File: config.mk
export PLATFORM = sky130hd
export DESIGN_NAME = alu_uart_if
export DESIGN_NICKNAME = d
export VERILOG_FILES = /design/src/rtl/alu_uart_if.sv
export SDC_FILE = /design/constraint.sdc
export NUM_CORES = 1
export LEC_CHECK = 0
export CAP_MARGIN = 10
export CORE_MARGIN = 2
export CORE_UTILIZATION = 48
export CTS_BUF_LIST = sky130_fd_sc_hd__clkbuf_4 sky130_fd_sc_hd__clkbuf_8
export CTS_CLUSTER_DIAMETER = 150
export DETAILED_ROUTE_END_ITERATION = 10
export MAX_ROUTING_LAYER = met4
export PLACE_DENSITY = 0.9
export SLEW_MARGIN = 20
export SYNTH_ARGS = -nofsm -noshare
export SYNTH_HDL_FRONTEND = slang
export SYNTH_SLANG_ARGS = --single-unit
File: constraint.sdc
create_clock -name i_clk -period 2.6 [get_ports i_clk]
set_input_delay 0.52 -clock i_clk [delete_from_list [all_inputs] [get_ports i_clk]]
set_output_delay 0.52 -clock i_clk [all_outputs]
set_load 0.05 [all_outputs]
File: src/rtl/alu_uart_if.sv
// -----------------------------------------------------------------------------
// alu_uart_if
//
// Glue between a UART byte receiver/transmitter pair and a combinational ALU.
// Three received bytes form one frame: operand A, operand B, opcode. The
// operands and opcode are held in registers that drive the ALU. The ALU result
// is then handed to the transmitter with a single start pulse, and the block
// waits for the transmitter to finish before it accepts the next frame.
//
// Optional feature (macro ALU_IF_CARRY_TX_EN):
//   When defined, a second byte is sent after the result. Its value is
//   {NB_DATA-1 zeros, carry}, where carry is sampled together with the result.
//   When undefined, only the result byte is sent and the carry states are not
//   built.
//
// Parameters
//   NB_DATA : operand/result/UART byte width
//   NB_OP   : opcode width (low bits of the received opcode byte)
//
// Ports
//   i_clk        : system clock, rising edge
//   i_rst_n      : asynchronous active-low reset
//   i_rx_data    : received byte, valid while i_rx_done is high
//   i_rx_done    : one-cycle strobe, new received byte
//   o_data_a     : registered operand A to the ALU
//   o_data_b     : registered operand B to the ALU
//   o_op         : registered opcode to the ALU
//   i_alu_result : combinational ALU result
//   i_alu_carry  : combinational ALU carry
//   o_tx_data    : registered byte to the transmitter
//   o_tx_start   : one-cycle transmit start pulse
//   i_tx_done    : one-cycle strobe, transmitter finished the current byte
//   o_busy       : high while a byte is being sent or awaited
// -----------------------------------------------------------------------------
module alu_uart_if #(
   parameter int NB_DATA = 8,
   parameter int NB_OP   = 6
) (
   input  logic               i_clk,
   input  logic               i_rst_n,
   input  logic [NB_DATA-1:0] i_rx_data,
   input  logic               i_rx_done,
   output logic [NB_DATA-1:0] o_data_a,
   output logic [NB_DATA-1:0] o_data_b,
   output logic [NB_OP-1:0]   o_op,
   input  logic [NB_DATA-1:0] i_alu_result,
   input  logic               i_alu_carry,
   output logic [NB_DATA-1:0] o_tx_data,
   output logic               o_tx_start,
   input  logic               i_tx_done,
   output logic               o_busy
);

   typedef enum logic [2:0] {
      GET_A    = 3'd0,
      GET_B    = 3'd1,
      GET_OP   = 3'd2,
      SEND_RES = 3'd3,
      WAIT_RES = 3'd4
`ifdef ALU_IF_CARRY_TX_EN
      ,
      SEND_CRY = 3'd5,
      WAIT_CRY = 3'd6
`endif
   } state_t;

   state_t state;
   state_t state_next;

   // Datapath load enables decoded by the FSM.
   logic cap_a;
   logic cap_b;
   logic cap_op;
   logic load_res;
   logic load_cry;

`ifdef ALU_IF_CARRY_TX_EN
   // Carry sampled alongside the result so the second byte reflects the same
   // operation even though it is sent later.
   logic carry_q;
`endif

   // Not every input bit reaches logic in every build (upper opcode bits are
   // discarded, carry is unused without the carry feature); fold them here so
   // they are visibly accounted for.
   logic unused_inputs;
   assign unused_inputs = ^{i_alu_carry, i_rx_data};

   // --------------------------------------------------------------------------
   // State register
   // --------------------------------------------------------------------------
   // NOTE: sequential state uses non-blocking assignments so every flop samples
   // the values from before the edge, independent of statement order.
   always_ff @(posedge i_clk or negedge i_rst_n) begin
      if (!i_rst_n) begin
         state <= GET_A;
      end else begin
         state <= state_next;
      end
   end

   // --------------------------------------------------------------------------
   // Next-state and load-enable decode
   // --------------------------------------------------------------------------
   // NOTE: every signal driven here gets a default before the case statement;
   // a path that leaves one unassigned would infer a latch.
   always_comb begin
      state_next = state;
      cap_a      = 1'b0;
      cap_b      = 1'b0;
      cap_op     = 1'b0;
      load_res   = 1'b0;
      load_cry   = 1'b0;

      // i_rx_done is only looked at in the GET_* states, so bytes arriving
      // while busy are dropped; i_tx_done is only looked at in WAIT_* states.
      unique case (state)
         GET_A: begin
            if (i_rx_done) begin
               cap_a      = 1'b1;
               state_next = GET_B;
            end
         end
         GET_B: begin
            if (i_rx_done) begin
               cap_b      = 1'b1;
               state_next = GET_OP;
            end
         end
         GET_OP: begin
            if (i_rx_done) begin
               cap_op     = 1'b1;
               state_next = SEND_RES;
            end
         end
         SEND_RES: begin
            load_res   = 1'b1;
            state_next = WAIT_RES;
         end
         WAIT_RES: begin
            if (i_tx_done) begin
`ifdef ALU_IF_CARRY_TX_EN
               state_next = SEND_CRY;
`else
               state_next = GET_A;
`endif
            end
         end
`ifdef ALU_IF_CARRY_TX_EN
         SEND_CRY: begin
            load_cry   = 1'b1;
            state_next = WAIT_CRY;
         end
         WAIT_CRY: begin
            if (i_tx_done) begin
               state_next = GET_A;
            end
         end
`endif
         default: begin
            state_next = GET_A;
         end
      endcase
   end

   // Busy covers every send/wait state; decoded straight from the state flops
   // so it drops together with the asynchronous reset.
   always_comb begin
      o_busy = 1'b0;
      if (state != GET_A && state != GET_B && state != GET_OP) begin
         o_busy = 1'b1;
      end
   end

   // --------------------------------------------------------------------------
   // Operand, opcode and transmit registers
   // --------------------------------------------------------------------------
   // NOTE: all output registers are reset; these are a few control/data flops,
   // not a memory array, and a known zero after reset is observable behaviour.
   always_ff @(posedge i_clk or negedge i_rst_n) begin
      if (!i_rst_n) begin
         o_data_a   <= '0;
         o_data_b   <= '0;
         o_op       <= '0;
         o_tx_data  <= '0;
         o_tx_start <= 1'b0;
      end else begin
         if (cap_a) begin
            o_data_a <= i_rx_data;
         end
         if (cap_b) begin
            o_data_b <= i_rx_data;
         end
         if (cap_op) begin
            o_op <= i_rx_data[NB_OP-1:0];
         end

         // The start pulse is high only in the cycle after a SEND_* state.
         o_tx_start <= load_res | load_cry;

         if (load_res) begin
            o_tx_data <= i_alu_result;
         end else if (load_cry) begin
`ifdef ALU_IF_CARRY_TX_EN
            o_tx_data <= {{(NB_DATA-1){1'b0}}, carry_q};
`else
            o_tx_data <= '0;
`endif
         end
      end
   end

`ifdef ALU_IF_CARRY_TX_EN
   always_ff @(posedge i_clk or negedge i_rst_n) begin
      if (!i_rst_n) begin
         carry_q <= 1'b0;
      end else if (load_res) begin
         carry_q <= i_alu_carry;
      end
   end
`endif

endmodule

## Word-level counts from Yosys, hierarchy flattened

Index checks and enable logic that the tools add are counted.

| cells by class | value |
|---|---|
| equality and inequality tests | 10 |
| reductions and logical operators | 5 |
| multiplexer cells | 11 |

Operators with widths:

| kind | number |
|---|---|
| 3-bit one-hot mux with 5 select lines | 1 |
| 3-bit 2-to-1 mux | 4 |
| 2-bit != test, second input constant | 4 |
| 3-bit by 2-bit equality test with 1-bit output, second input constant | 2 |
| 1-bit 2-to-1 mux | 6 |
| 4-bit AND reduction | 1 |
| 3-bit by 1-bit equality test with 1-bit output, second input constant | 1 |
| 3-bit equality test, second input constant | 1 |
| 3-bit zero test | 1 |
| 3-bit by 1-bit != test with 1-bit output, second input constant | 1 |
| 3-bit by 2-bit != test with 1-bit output, second input constant | 1 |
| 3-bit nonzero test | 1 |
| 1-bit logical AND | 2 |

| word-level totals | value |
|---|---|
| register bits after elaboration | 34 |
| input bits | 21 |
| output and inout port bits | 32 |
| word-level logic and storage cells | 32 |

## Logic depth before layout (Yosys ltp)

Gate-level depths: netlist of run 1.

| logic depth | value |
|---|---|
| word-level depth | 4 |
| mapped depth | 4 |
| gate-level depth less buffers | 2 |

## Least setup slack after synthesis of run 1

Ideal clock, no wire load.

| timing path | value |
|---|---|
| path type | reg-to-reg |
| start point | reg state[1] |
| end point | reg o_data_a[0] |
| cell stages (with the launch flop) | 4 |
| arrival time | 1.320 ns |
| required time | 2.475 ns |
| buffers on the path | 1 |
| period minus slack after synthesis | 1.445 ns |
| setup slack | 1.155 ns |
| library setup time | 0.125 ns |
| cells stage by stage | dfrtp_1 > clkbuf_2 > nor4b_4 > mux2_2 |

| between the ends | value |
|---|---|
| cells in the longest elaborated chain, start to end | 2 |

RTL lines:

| element | line | RTL |
|---|---|---|
| start, declared | 67 | `state_t state;` |
| start signal, assigned | 98 | `state <= state_next;` |
| 3-bit zero test | 117 | `unique case (state)` |
| 1-bit 2-to-1 mux | 117 |  |
| end signal, assigned | 189 | `o_data_a <= i_rx_data;` |
| end, declared | 43 | `output logic [NB_DATA-1:0] o_data_a,` |

No other way between the ends.
A chain may end at the register's enable or synchronous reset.

## Final worst setup path of run 1

| timing path | value |
|---|---|
| start point | reg state[0] |
| end point | out o_busy |

| between the ends | value |
|---|---|
| cells in the longest elaborated chain, start to end | 4 |
| elaborated cells on any way between the ends | 6 |
| classes of those cells | eq/ne: 2; mux: 1; reduce/logical: 3 |

RTL lines:

| element | line | RTL |
|---|---|---|
| 3-bit by 1-bit != test with 1-bit output / 3-bit nonzero test (equally long branches) | 170 | `if (state != GET_A && state != GET_B && state != GET_OP) begin` |
| 1-bit logical AND | 170 |  |
| 1-bit logical AND * | 170 |  |
| 1-bit 2-to-1 mux * | 170 |  |
| end, declared | 51 | `output logic o_busy` |

Mark *: on every way between the ends. The rest lies on a longest branch, timed or not.

==> out/metrics.cfg, run 1 <==
[min_path]
hold_class = flop to flop
hp-start = o_tx_data[5]$_DFFE_PN0P_
min_to = o_tx_data[5]$_DFFE_PN0P_
worstHoldPathCells = 1

[final_layout]
fin_util = 0.723
area_growth_pct = 45.8
drive_above_1_share = 0.321
nNetsFinal = 160
n_antenna_cell = 0

[global_routing]
grt_max_degree = 35
grt_pass1_wl_mm = 4.40
grt_pass1_vias = 932
grt_remaining_overflow = 0
antenna_found_initial = 0
grt_use_total = 0.189

[synth]
synth_top_family_by_area = multiplexers
synth_area_sq_um = 1330
yosys-top-cells-count = 34 x dfrtp_1, 30 x mux2_2, 4 x buf_2, 2 x a21oi_1, 2 x nand3b_1
synth_enable_flop_cells = 0
yosysTopAreaCellShare = 0.638
synth.distinct_cells = 16
yosys_warnings = 0
synth_adder_area_share = 0
synth-simple-area-share = 0.0732
synth_most_common_cell = dfrtp_1
synth_seq_cells = 34
synth-main-ff-cell = dfrtp_1
ys_seq_area_frac = 0.638
synthMuxAreaShare = 0.254
netlist_instances = 83
synth_xor_area_frac = 0
synth.area.top_cells = dfrtp_1 64%, mux2_2 25%, nor4b_4 1.8%
yosysTopAreaCell = dfrtp_1
async_flop_share = 1.00
synth-compound-area-share = 0.0131
avgSynthCellArea_sq_um = 16.1
synth_nets = 104

[floorplan]
ioPinCount = 53
die_w_um = 56.7
die_h_um = 56.7
die-area_sq_um = 3210
start_util = 0.496
core-area_sq_um = 2690
std_cell_rows = 19

[flow_run]
drv_cap = 0

[clocking]
cts_tree = yes
insertion_delay_ns = 0.32
cts_root_buffer = clkbuf_4
clock_sinks = 34
path_clk_slew_ns = 0.10
cts_max_level = 2
cts-resized-gates = 0
post_cts_buffers = 0
cts_buffer_depth = 2
cts.hold.buffers_added = 0
cts_buffers = 5

[sta]
fin_tns_setup_ns = 0
final.setup_skew_ns = 0.00527
fin_crit_ns = 2.31
setup-violations-final = 0
max-slew-margin-rel = 0.652
tightest_slew_ns = 0.521
drv_slew = 0
max_freq_mhz = 432
hold_viol = 0
final.period_utilization = 0.890
rsz0062_at_grt = false

[worst_setup_path]
crit_path_max_incr_delay_ns = 0.80
reg2reg_from = state[2]$_DFFE_PN0P_
critical_path_arrival_ns = 1.79
cp_max_fo = 10
path_cells = a21o_1, clkdlybuf4s50_1
required_ns = 2.08
crit_slowest_cell = clkdlybuf4s50_1
crit_path_end_kind = output pin
worstSetupStartpointType = flop
r2r_setup_slack_ns = 0.98
rr_worst_depth = 3
reg2reg_to = o_data_a[6]$_DFFE_PN0P_
critical_path_class = flop to output pin

[routing]
antenna_left = 0
drt_iter0_drc = 3
wl_met2_mm = 1.50
drc = 0
viasPerCell = 5.10
dr_wl_met3_um = 185
avgRoutedWirePerCell_um = 15.8
wl_mm = 2.70
dr.max_layer_used = met4
wl_met1_um = 991
vias = 872
first_pass_iters = 4

[placed_design]
numPortBuffers = 51
dp_hpwl_mm = 2.12
finalWeightedCongestion = 0.721

[status]
status = completed

[critical path: cells and delay by family (launching register included)]
kind                   cells  cell delay, ns
buffers and inverters      1            0.80
DFF                        1            0.52
AOI/OAI and AO/OA          1            0.16
[layer usage]
metal / global-route usage / up-vias
met4: 0.0510 / 0
met1: 0.204 / 439
met3: 0.0760 / 5
li1: - / 404
met2: 0.321 / 24
met5: - / -
[sequential cells by signal, indices dropped and copies added, names as in the netlist]
signal / count
o_tx_data: 8
o_data_b: 8
o_op: 6
state: 3
o_tx_start: 1
o_data_a: 8
[cell type report]
| cell class | count | area, sq um |
|---|---|---|
| fill | 172 | 743 |
| clock inverter | 1 | 5.00 |
| sequential | 34 | 851 |
| tap | 31 | 38.8 |
| timing repair buffer | 54 | 533 |
| multi-input combinational | 43 | 453 |
| inverter | 1 | 3.75 |
| clock buffer | 7 | 58.8 |
[how the worst max path moves through the flow]
stage / slack [ns] / depth (start not counted) / from / endpoint
global route: 0.20 / 2 / state[0]$_DFFE_PN0P_ / o_busy
finish: 0.29 / 2 / state[0]$_DFFE_PN0P_ / o_busy
floorplan: 1.16 / 3 / state[1]$_DFFE_PN0P_ / o_data_a[0]$_DFFE_PN0P_
global placement: 0.45 / 4 / i_rx_done / o_data_a[3]$_DFFE_PN0P_
detailed placement: 0.43 / 4 / i_rx_done / o_data_a[6]$_DFFE_PN0P_
CTS: 0.27 / 2 / state[0]$_DFFE_PN0P_ / o_busy
[cells in the final DEF, fill, tap and decap left out]
cell type        instances
nand2_1                  1
inv_1                    1
clkbuf_8                 1
clkdlybuf4s50_1         51
or4b_2                   1
nor4bb_1                 1
dfrtp_1                 34
or3b_2                   1
nand2b_1                 1
a21o_1                   1
nor4b_4                  1
a21oi_1                  2
mux2_2                  30
clkinv_2                 1
and4bb_2                 1
nand3b_1                 2
buf_4                    3
clkbuf_4                 6
or2b_1                   1
[through the flow]
stage	hold WS, ns	area [sq um]	worst slack [ns]	cells
floorplan	0.224	1330	1.16	83
global placement	0.487	1880	0.453	163
detailed placement	0.493	1880	0.429	163
CTS	0.516	1940	0.268	171
global route	0.526	1940	0.197	171
finish	0.513	1940	0.285	171
[logic make-up after synthesis]
kind of cell    count (synthesis)
flops                          34
buf+inv                         6
mux                            30
simple gates                   10
compound gates                  3
Power of run 1 is not shown: default switching activity piles up to over one toggle a cycle in this logic, so the estimate is an artifact.
==> inputs of run 2 (changes only) <==
- CORE_ASPECT_RATIO: unset -> 1.1
- GPL_ROUTABILITY_DRIVEN: unset -> 0
==> run 2 against run 1 <==
- design area rose by 0.90%
- via count rose by 4.7%
- first-iteration DRC count rose to 4.7 times the previous value
- clock-buffer cell count rose by 1
- worst setup slack got worse by 0.071 ns
- wire length rose by 12%
- flip-flop and latch count did not move
- critical endpoint unchanged
==> out/metrics.cfg, run 2 (same netlist as run 1, synthesis figures left out) <==
[floorplan]
start_util = 0.493  ; -0.00299
die_w_um = 54.2  ; -4.3%
ioPinCount = 53  ; unchanged
std_cell_rows = 20  ; +1
die-area_sq_um = 3210  ; about the same
die_h_um = 59.3  ; +4.5%
core-area_sq_um = 2700  ; +0.61%

[clocking]
cts_buffer_depth = 2  ; unchanged
cts_max_level = 2  ; unchanged
path_clk_slew_ns = 0.10  ; about the same
cts.hold.buffers_added = 0  ; unchanged
cts-resized-gates = 0  ; unchanged
cts_tree = yes
cts_root_buffer = clkbuf_4
cts_buffers = 5  ; unchanged
clock_sinks = 34  ; unchanged
post_cts_buffers = 0  ; unchanged
insertion_delay_ns = 0.33  ; about the same

[final_layout]
top_regs = o_data_a (8), o_data_b (8), o_tx_data (8)
final_cell_mix = 51 x clkdlybuf4s50_1, 34 x dfrtp_1, 30 x mux2_2
area_growth_pct = 47.1
fillers = 195  ; +13%
layout_commonest_cell = clkdlybuf4s50_1
nNetsFinal = 160  ; unchanged
drive_above_1_share = 0.321  ; unchanged
n_antenna_cell = 0  ; unchanged

[worst_setup_path]
critical_path_arrival_ns = 1.87  ; +0.08 ns
crit_slowest_cell = clkdlybuf4s50_1
worstSetupStartpointType = flop
cp_max_fo = 10  ; unchanged
critical_path_class = flop to output pin
crit_path_end_kind = output pin
crit_path_max_incr_delay_ns = 0.81  ; about the same
path_cells = a21o_1, clkdlybuf4s50_1
required_ns = 2.08  ; about the same

[global_routing]
grt_pass1_wl_mm = 4.66  ; +6.0%
antenna_found_initial = 0  ; unchanged
grt_remaining_overflow = 0  ; unchanged
grt_pass1_vias = 1028  ; +10%
grt_use_total = 0.220  ; +0.0310
grt_max_degree = 35  ; unchanged

[sta]
final.period_utilization = 0.918  ; +0.0273
max-slew-margin-rel = 0.639  ; -0.0130
max_freq_mhz = 419  ; -3.0%
final.setup_skew_ns = 0.00744  ; +0.00217 ns
fin_crit_ns = 2.39  ; +0.0709 ns
tightest_slew_ns = 0.540  ; +0.0195 ns
setup-violations-final = 0  ; unchanged
hold_viol = 0  ; unchanged
drv_slew = 0  ; unchanged
rsz0062_at_grt = false
fin_tns_setup_ns = 0  ; unchanged

[routing]
drt_iter0_drc = 14  ; +11
first_pass_iters = 4  ; unchanged
viasPerCell = 5.28  ; +3.5%
drc = 0  ; unchanged
vias = 913  ; +4.7%
wl_mm = 3.03  ; +12%
avgRoutedWirePerCell_um = 17.5  ; +11%
antenna_left = 0  ; unchanged

[placed_design]
dp_hpwl_mm = 2.23  ; +5.5%
numPortBuffers = 51  ; unchanged

[status]
status = completed

[flow_run]
drv_cap = 0  ; unchanged

[min_path]
hold_class = flop to flop

[run 2: per-stage QoR]
stage	area (sq um)	util	worst slack, ns	std cells	hold WS (ns)
floorplan	1330	-	1.16	83	0.224
global placement	1880	0.696	0.495	165	0.488
detailed placement	1880	0.696	0.421	165	0.495
CTS	1960	0.725	0.212	173	0.518
global route	1960	0.725	0.161	173	0.537
finish	1960	0.725	0.214	173	0.514
[run 2: critical path, delay by kind of cell (launching register included)]
kind | cells | cell delay (ns)
buffers and inverters | 1 | 0.81
DFF | 1 | 0.56
AOI/OAI and AO/OA | 1 | 0.17
[run 2: layer usage]
metal / track usage / vias up / wire [um]
met5: - / - / 0
met4: 0.104 / 0 / 73
met3: 0.0631 / 7 / 96
met2: 0.382 / 25 / 1730
met1: 0.220 / 477 / 1130
li1: - / 404 / -
[run 2: final cells by class]
| class | count | area, sq um | share of cell area |
|---|---|---|---|
| multi-input cells | 43 | 453 | 0.231 |
| clock buffers | 8 | 78.8 | 0.0402 |
| flip-flops and latches | 34 | 851 | 0.434 |
| repair buffers | 54 | 533 | 0.272 |
| inverters | 1 | 3.75 | 0.00191 |
| well taps | 33 | 41.3 | 0.0211 |
[run 2: worst paths after layout]
path                            cells past startpoint  slack (ns)                     start                        to
worst min-delay path                                1        0.51  o_tx_data[3]$_DFFE_PN0P_  o_tx_data[3]$_DFFE_PN0P_
max in group asynchronous                           2        1.71                   i_rst_n   o_data_a[7]$_DFFE_PN0P_
worst min register to register                      1        0.51  o_tx_data[3]$_DFFE_PN0P_  o_tx_data[3]$_DFFE_PN0P_
worst max-delay path                                2        0.21      state[0]$_DFFE_PN0P_                    o_busy
min in group asynchronous                           2        0.58                   i_rst_n  o_tx_data[1]$_DFFE_PN0P_
worst max register to register                      3        0.99      state[2]$_DFFE_PN0P_   o_data_a[3]$_DFFE_PN0P_
Power of run 2 is left out for the same reason.
==> inputs of run 3 (changes only) <==
- ABC_AREA: unset -> 1
==> run 3 against run 2 <==
- clock skew is 0.0028 ns higher
- first-iteration DRC count is 50% lower
- global-route usage is 2.0 points higher
- non-clock buffer count is 2 lower
- fmax is 13% higher
- via count is 22% higher
- worst setup slack better by 0.27 ns
- critical path depth is 1 higher
- register-to-register slack better by 0.18 ns
- sequential share of layout area is 0.14 points lower
- hold slack worse by 0.022 ns
- highest routed layer unchanged
==> out/metrics.cfg, run 3 <==
[synth]
yosys-top-cells-count = 50 x nand2_1, 34 x dfrtp_1, 15 x o21ai_0, 11 x inv_1, 8 x o21ai_2
async_flop_share = 1.00  ; unchanged
synth_most_common_cell = nand2_1
ys_seq_area_frac = 0.619  ; -0.0192
synth_enable_flop_cells = 0  ; unchanged
netlist_instances = 139  ; +67%
synth_seq_cells = 34  ; unchanged
yosysTopAreaCellShare = 0.619  ; -0.0192
synth.distinct_cells = 17  ; +1
avgSynthCellArea_sq_um = 9.88  ; -38%
synth.area.top_cells = dfrtp_1 62%, nand2_1 14%, o21ai_0 5.5%
yosysTopAreaCell = dfrtp_1
synth_nets = 160  ; +54%
yosys_warnings = 0  ; unchanged
synth-main-ff-cell = dfrtp_1
synth_area_sq_um = 1370  ; +3.1%

[clocking]
cts_tree = yes
insertion_delay_ns = 0.33  ; about the same
clock_sinks = 34  ; unchanged
cts_root_buffer = clkbuf_4
post_cts_buffers = 0  ; unchanged
cts_buffers = 5  ; unchanged
cts_max_level = 2  ; unchanged
path_clk_slew_ns = 0.09  ; about the same
cts.hold.buffers_added = 0  ; unchanged
cts-resized-gates = 0  ; unchanged
cts_buffer_depth = 2  ; unchanged

[worst_setup_path]
worstSetupStartpointType = flop
critical_path_class = flop to output pin
reg2reg_from = state[2]$_DFFE_PN0P_
crit_path_end_kind = output pin
critPathCapture = o_busy
r2r_setup_slack_ns = 1.17  ; +0.18 ns
cp_max_fo = 7  ; -3
crit_start = state[1]$_DFFE_PN0P_
reg2reg_to = o_op[4]$_DFFE_PN0P_
rr_worst_depth = 3  ; unchanged
required_ns = 2.08  ; about the same
critical_path_arrival_ns = 1.60  ; -0.27 ns

[global_routing]
use_met2 = 0.383  ; +0.000553
grt_pass1_vias = 1162  ; +13%
antenna_found_initial = 0  ; unchanged
grt_use_total = 0.239  ; +0.0195
grt_max_degree = 35  ; unchanged
grt_remaining_overflow = 0  ; unchanged
grt_pass1_wl_mm = 5.22  ; +12%
met3_usage = 0.0525  ; -0.0106
met1_usage = 0.282  ; +0.0623
grt-busiest-layer = met2

[routing]
antenna_left = 0  ; unchanged
viasPerCell = 4.90  ; -7.1%
first_pass_iters = 4  ; unchanged
avgRoutedWirePerCell_um = 13.8  ; -21%
drc = 0  ; unchanged
vias = 1118  ; +22%
drt_iter0_drc = 7  ; -7
wl_mm = 3.16  ; +4.1%

[final_layout]
area_growth_pct = 43.2
top_regs = o_data_a (8), o_data_b (8), o_tx_data (8)
n_antenna_cell = 0  ; unchanged
nNetsFinal = 215  ; +34%
final_cell_mix = 50 x nand2_1, 50 x clkdlybuf4s50_1, 34 x dfrtp_1
drive_above_1_share = 0.138  ; -0.183

[status]
status = completed

[floorplan]
start_util = 0.499  ; +0.00604
die_w_um = 55.0  ; +1.4%
die_h_um = 60.1  ; +1.4%
die-area_sq_um = 3310  ; +2.9%
std_cell_rows = 20  ; unchanged
core-area_sq_um = 2750  ; +1.9%
ioPinCount = 53  ; unchanged

[flow_run]
drv_cap = 0  ; unchanged

[sta]
fin_crit_ns = 2.12  ; -0.271 ns
hold_viol = 0  ; unchanged
max-slew-margin-rel = 0.642  ; +0.00315
tightest_slew_ns = 0.536  ; -0.00471 ns
max_freq_mhz = 473  ; +13%
setup-violations-final = 0  ; unchanged
final.period_utilization = 0.814  ; -0.104
rsz0062_at_grt = false
drv_slew = 0  ; unchanged
final.setup_skew_ns = 0.0102  ; +0.00279 ns
fin_tns_setup_ns = 0  ; unchanged

[placed_design]
dp_hpwl_mm = 2.42  ; +8.2%
numPortBuffers = 51  ; unchanged

[min_path]
hold_class = flop to flop

-- run 3: stage by stage --
step / std cells / setup slack (ns) / instance area (sq um) / util / hold slack (ns)
6_report: 228 / 0.485 / 1970 / 0.715 / 0.492
5_1_grt: 228 / 0.376 / 1970 / 0.715 / 0.524
4_1_cts: 228 / 0.0909 / 1960 / 0.714 / 0.494
3_5_place_dp: 220 / 0.460 / 1900 / 0.690 / 0.473
3_3_place_gp: 220 / 0.526 / 1900 / 0.690 / 0.464
2_1_floorplan: 139 / 0.469 / 1370 / - / 0.224
-- run 3: final cells by class --
| class | count | area [sq um] |
|---|---|---|
| multi-input cells | 87 | 438 |
| flip-flops and latches | 34 | 851 |
| fillers | 214 | 786 |
| repair buffers | 52 | 520 |
| clock buffers | 7 | 58.8 |
| well taps | 33 | 41.3 |
| inverters | 14 | 52.6 |
| clock inverters | 1 | 5.00 |
-- run 3: per-layer routing --
layer / wire length, um / part of all wire / vias to the layer above
met4: 72 / 0.023 / 0
met5: 0 / 0 / -
li1: - / - / 547
met2: 1710 / 0.54 / 34
met3: 142 / 0.045 / 6
met1: 1230 / 0.39 / 531
-- run 3: critical path, stage by stage, from the launching register on --
cell and delay (ns):
dfrtp_1 0.53, inv_1 0.14, o21ai_0 0.17, dlymetal6s2s_1 0.44
-- run 3: cell families after synthesis --
family / Yosys count / synth area share
AND/OR/NAND/NOR: 63 / 0.209
AO/OA/AOI/OAI: 24 / 0.109
flip-flops: 34 / 0.619
buffers and inverters: 18 / 0.0619
-- run 3: worst min path at each step --
stage | from | end | depth (start not counted)
3_3_place_gp | o_tx_data[6]$_DFFE_PN0P_ | o_tx_data[6]$_DFFE_PN0P_ | 2
6_report | o_tx_data[2]$_DFFE_PN0P_ | o_tx_data[2]$_DFFE_PN0P_ | 2
3_5_place_dp | o_data_a[0]$_DFFE_PN0P_ | o_data_a[0]$_DFFE_PN0P_ | 2
2_1_floorplan | i_rst_n | o_data_a[0]$_DFFE_PN0P_ | 0
4_1_cts | o_tx_data[2]$_DFFE_PN0P_ | o_tx_data[2]$_DFFE_PN0P_ | 2
5_1_grt | o_tx_data[2]$_DFFE_PN0P_ | o_tx_data[2]$_DFFE_PN0P_ | 2
Power of run 3 is left out for the same reason.
